===== src/rtl/fp_op_sequencer.sv =====
// rtl/fp_op_sequencer.sv - initiator side of the FP adder start/done strobe protocol
// Takes one operand pair, strobes the adder, waits for done (with watchdog), holds the result.
module fp_op_sequencer #(
  parameter int DATA_W  = 32,
  parameter int TIMEOUT = 64,
  parameter int CNT_W   = 7
) (
  input  logic              clk_in,
  input  logic              rst_in,
  input  logic              req_valid,
  output logic              req_ready,
  input  logic [DATA_W-1:0] req_a,
  input  logic [DATA_W-1:0] req_b,
  output logic              start_out,
  output logic [DATA_W-1:0] opa_out,
  output logic [DATA_W-1:0] opb_out,
  input  logic              done_in,
  input  logic [DATA_W-1:0] sum_in,
  output logic              res_valid,
  input  logic              res_ready,
  output logic [DATA_W-1:0] res_data,
  output logic              res_err,
  output logic              busy
);

  typedef enum logic [1:0] {S_IDLE, S_ISSUE, S_WAIT, S_HOLD} state_t;

  localparam logic [CNT_W-1:0] LAST = CNT_W'(TIMEOUT - 1);

  state_t           state;
  state_t           state_nxt;
  logic [CNT_W-1:0] count;
  logic             accept;
  logic             got_done;
  logic             timed_out;
  logic             handshake;

  always_ff @(posedge clk_in or posedge rst_in) begin
    if (rst_in) state <= S_IDLE;
    else        state <= state_nxt;
  end

  // done_in only matters in WAIT; done beats the watchdog on the same cycle
  always_comb begin
    state_nxt = state;
    accept    = 1'b0;
    got_done  = 1'b0;
    timed_out = 1'b0;
    handshake = 1'b0;
    req_ready = (state == S_IDLE);
    busy      = (state != S_IDLE);
    case (state)
      S_IDLE: begin
        accept = req_valid;
        if (req_valid) state_nxt = S_ISSUE;
      end
      S_ISSUE: state_nxt = S_WAIT;
      S_WAIT: begin
        got_done  = done_in;
        timed_out = !done_in && (count == LAST);
        if (got_done || timed_out) state_nxt = S_HOLD;
      end
      S_HOLD: begin
        handshake = res_ready;
        if (res_ready) state_nxt = S_IDLE;
      end
      default: state_nxt = S_IDLE;
    endcase
  end

  always_ff @(posedge clk_in or posedge rst_in) begin
    if (rst_in) begin
      start_out <= 1'b0;
      opa_out   <= '0;
      opb_out   <= '0;
      count     <= '0;
      res_valid <= 1'b0;
      res_data  <= '0;
      res_err   <= 1'b0;
    end else begin
      start_out <= accept;
      if (accept) begin
        opa_out <= req_a;
        opb_out <= req_b;
      end
      // saturating watchdog; leaves WAIT at LAST so it never wraps
      if (state == S_ISSUE)
        count <= '0;
      else if (state == S_WAIT && count != LAST)
        count <= count + 1'b1;
      if (got_done) begin
        res_data  <= sum_in;
        res_err   <= 1'b0;
        res_valid <= 1'b1;
      end else if (timed_out) begin
        res_data  <= '0;
        res_err   <= 1'b1;
        res_valid <= 1'b1;
      end else if (handshake) begin
        res_valid <= 1'b0;
      end
    end
  end

endmodule


===== config.mk =====
export PLATFORM = sky130hd
export DESIGN_NAME = fp_op_sequencer
export DESIGN_NICKNAME = d
export VERILOG_FILES = /design/src/rtl/fp_op_sequencer.sv
export SDC_FILE = /design/constraint.sdc
export NUM_CORES = 1
export LEC_CHECK = 0
export CORE_ASPECT_RATIO = 0.9
export CORE_MARGIN = 2
export CORE_UTILIZATION = 42
export DETAILED_ROUTE_END_ITERATION = 7
export PLACE_DENSITY = 0.85
export SETUP_SLACK_MARGIN = 0.02
export SKIP_LAST_GASP = 1
export SLEW_MARGIN = 10
export SYNTH_ARGS = -nofsm -noshare
export SYNTH_HDL_FRONTEND = slang
export SYNTH_SLANG_ARGS = --single-unit

===== constraint.sdc =====
create_clock -name clk_in -period 3.7 [get_ports clk_in]
set_clock_uncertainty 0.2 [all_clocks]
set_input_delay 0.37 -clock clk_in [delete_from_list [all_inputs] [get_ports clk_in]]
set_output_delay 0.37 -clock clk_in [all_outputs]
set_load 0.02 [all_outputs]

==> results.md <==
Timing:
- The number of failing hold endpoints at the final stage was 0.
- The smallest setup slack after layout is 1300 ps.
- The max-slew violation total from the final report is 0.
- Setup repair after global routing left no endpoint under its margin.
- Adding up every negative setup slack in the final design gives 0 ps.
- The shortest clock period the worst path allows after layout is 2400 ps.
- The worst pin sits at a relative slew slack of 30.06%.
- The fmax is 0.4167 GHz.
- Setup violations remaining at the end of the flow were counted as 0.
- At the pin with the least slew margin, the transition time is 1048 ps.
- The final critical path takes up 64.87% of the cycle.

Route:
- The number of routed nets with antenna violations is 0.
- The final routed wire length divided by cell count is 16.82 um.
- The vias per cell is 5.195.
- The total number of vias is 3517.
- The final layout contains routed wiring with a total length of 11.39 mm.
- The number of detailed-route iterations in the first pass is 6.
- In the routed design, unresolved DRC markers number 18.
- The first routing iteration left 194 violations.

CTS:
- The number of buffers between clock root and the deepest sink is 2.
- After clock tree synthesis, the flow added hold-fix buffers numbering 0.
- The number of cells upsized or downsized after cts is 0.
- The number of CTS-inserted buffers is 9.
- Clock tree synthesis found a total of 108 sinks.
- The TritonCTS clock tree is done.
- Clock latency on the worst-skew pair, taken at its later pin, is 340 ps.
- The H-tree generated during clock tree synthesis spans 3 levels.
- The clock-pin slew reported for the worst setup and hold paths after clock tree synthesis is 80 ps.
- CTS placed an instance of sky130_fd_sc_hd__clkbuf_16 at the clock tree root.
- The post-CTS setup buffer count is 0.

Worst setup path:
- Traced cell by cell, the critical path runs through inv_1 > ha_1 > clkdlybuf4s50_1.
- The critical path is of the reg2out type.
- The endpoint arrival time on the critical path is 1830 ps.
- In this run the worst path has a maximum fanout of 5.
- The worst setup path is captured at an output port.
- The highest cell delay on the worst timing path is 630 ps.
- Together, buffers and inverters on the worst path number 2.
- The kind of cell with the highest combined delay along the critical path is buffers and inverters.
- The slowest library cell on the worst path is sky130_fd_sc_hd__clkdlybuf4s50_1.
- The critical path launch point type is a flop.
- The required time of the worst setup path is 3130 ps.

GRT:
- The first global-routing pass estimated 17.85 mm of wire.
- The number of global-route vias before repair is 3494.
- The all-layer global routing usage is 19.56%.
- The initial antenna violation count was 0.
- The total overflow left after global routing is 0.
- The maximum number of pins on one net before global-route repair is 69.

Power and ir drop:
- The leakage dissipation is 0.002859 uW.
- The power per standard cell area is 862.8 nW/um^2.
- The total power draw is 5939 uW.
- The highest ir drop seen on vdd is 0.0003909 V.

Yosys:
- Counting flops with an async set or reset pin after synthesis yields a share of 100.0%.
- The number of instances in the synthesized netlist is 351.
- The biggest area contributor in the post-synthesis netlist is sky130_fd_sc_hd__dfrtp_1.
- Of the post-synthesis cell area, the dominant cell type holds 60.28%.
- The distinct cell type count of the synthesized netlist is 36.
- The cell area that synthesis handed to floorplanning was 4483 um^2.
- The count of yosys warnings during synthesis is 0.
- Synthesis produced a netlist with a net count of 458.
- For this run, the register share of the synthesized area comes to 60.28%.
- By area the synthesized netlist is led by sky130_fd_sc_hd__dfrtp_1, sky130_fd_sc_hd__mux2_2, sky130_fd_sc_hd__a22oi_1.
- The number of synthesized register bits is 108.
- The commonest register cell after synthesis is sky130_fd_sc_hd__dfrtp_1.
- The mean instance size in the synthesized netlist is 12.77 um^2.
- The count of flip-flops with a built-in enable after synthesis is 0.

Die:
- In this run the standard cell core region covers 10330 um^2.
- Row generation in the floorplan step produced 35 rows.
- In this run the vertical extent of the chip is 102.0 um.
- The horizontal die dimension is 112.9 um.
- The initial utilization of the core area, before any placement, comes to 43.38%.
- The number of top-level pins is 202.
- The die footprint is 11520 um^2.

Run:
- Max-cap violations in this run came to 0.

Finish:
- The layout overhead on the synthesized area is 53.53%.
- The fraction of final layout cells sized beyond drive strength 1 is 16.24%.
- The final layout contains 650 nets.
- In the layout the commonest cells are sky130_fd_sc_hd__clkdlybuf4s50_1, sky130_fd_sc_hd__dfrtp_1, sky130_fd_sc_hd__mux2_2, sky130_fd_sc_hd__nand2_1, sky130_fd_sc_hd__o21ai_0.
- The commonest non-fill, non-tap cell in the layout is sky130_fd_sc_hd__clkdlybuf4s50_1.
- The antenna diode count is 0.

Placement:
- The pre-CTS setup slack is 1237 ps.
- The HPWL after detailed placement is 8.261 mm.
- The final estimated routing congestion in global placement is 0.8090.
- The count of input and output buffers is 201.

Run status:
- The flow ran to the end, but the final reports show violations.
- The checks that failed: design-rule violations.

Worst hold path:
- The path class of the tightest hold or removal check is reg2reg.
## routing by layer
layer / vias to the layer above / wire length (um) / track usage (%)
met5: - / 0 / 0
met4: 0 / 214 / 5.535
met3: 17 / 915 / 4.745
met2: 162 / 5528 / 32.48
met1: 1702 / 4727 / 26.06
li1: 1636 / - / -
## Yosys cell counts, drive strengths merged (2+ instances only)
cell    number
nand2       35
nor2b        4
nor2         4
nand2b       3
a211oi       3
a311oi       3
buf         14
a21oi        4
nand4        2
a22oi       32
inv          8
and2         2
ha           6
o21ai       34
mux2        66
clkbuf       9
dfrtp      108
## state kept, by name, indices dropped and copies added (netlist names)
register and flops:
opa_out 32, res_err 1, start_out 1, res_data 32, state 2, opb_out 32
count 7, res_valid 1
## kinds of logic (layout without fill, tap and decap cells)
| logic type | Yosys count | in the layout | synth area share [%] |
|---|---|---|---|
| adders and majority gates | 6 | 6 | 1.675 |
| and+or+nand+nor | 58 | 58 | 6.447 |
| muxes | 67 | 67 | 16.80 |
| AOI/OAI and AO/OA | 80 | 80 | 11.61 |
| buffers and inverters | 32 | 229 | 3.182 |
| DFF | 108 | 108 | 60.28 |
## worst reg2reg max path: stages (launching register included)
cell	delay (ps)
sky130_fd_sc_hd__dfrtp_1	410
sky130_fd_sc_hd__inv_1	170
sky130_fd_sc_hd__ha_1	350
sky130_fd_sc_hd__inv_2	340
sky130_fd_sc_hd__nor4b_4	370
sky130_fd_sc_hd__mux2_1	360
## where the power goes
part / switching (uW) / total, uW / internal, uW / leakage (uW)
combinational: 1420 / 2980 / 1560 / 0.00147
sequential: 317 / 2030 / 1720 / 0.00124
clock: 451 / 925 / 474 / 0.000145
total: 2190 / 5940 / 3750 / 0.00286
## final timing paths
kind / slack (ps) / start / cells past startpoint / end
setup / recovery: 1300 / state[0] / 3 / req_ready
hold / removal: 290 / res_valid / 2 / res_valid
setup reg to reg: 1380 / state[0] / 5 / count[5]
hold reg to reg: 290 / res_valid / 2 / res_valid
max in group asynchronous: 2210 / rst_in / 3 / res_data[23]
min in group asynchronous: 350 / rst_in / 2 / opa_out[17]
## metrics by stage
stage	instance area, um^2	hold slack, ps	util (%)	cells
2_1_floorplan	4483	283.7	-	351
3_5_place_dp	6590	281.1	63.77	661
4_1_cts	6883	297.6	66.60	677
3_3_place_gp	6590	263.8	63.77	661
5_1_grt	6883	316.3	66.60	677
6_report	6883	291.9	66.60	677
## final cells by class
| type | count | area (um^2) |
|---|---|---|
| well taps | 129 | 161.4 |
| clock buffers | 9 | 225.2 |
| multi-input cells | 211 | 1643 |
| repair buffers | 204 | 2047 |
| fillers | 759 | 3452 |
| clock inverters | 7 | 67.56 |
| flip-flops and latches | 108 | 2703 |
| inverters | 9 | 36.28 |
Power figures use the tool's default switching activity.
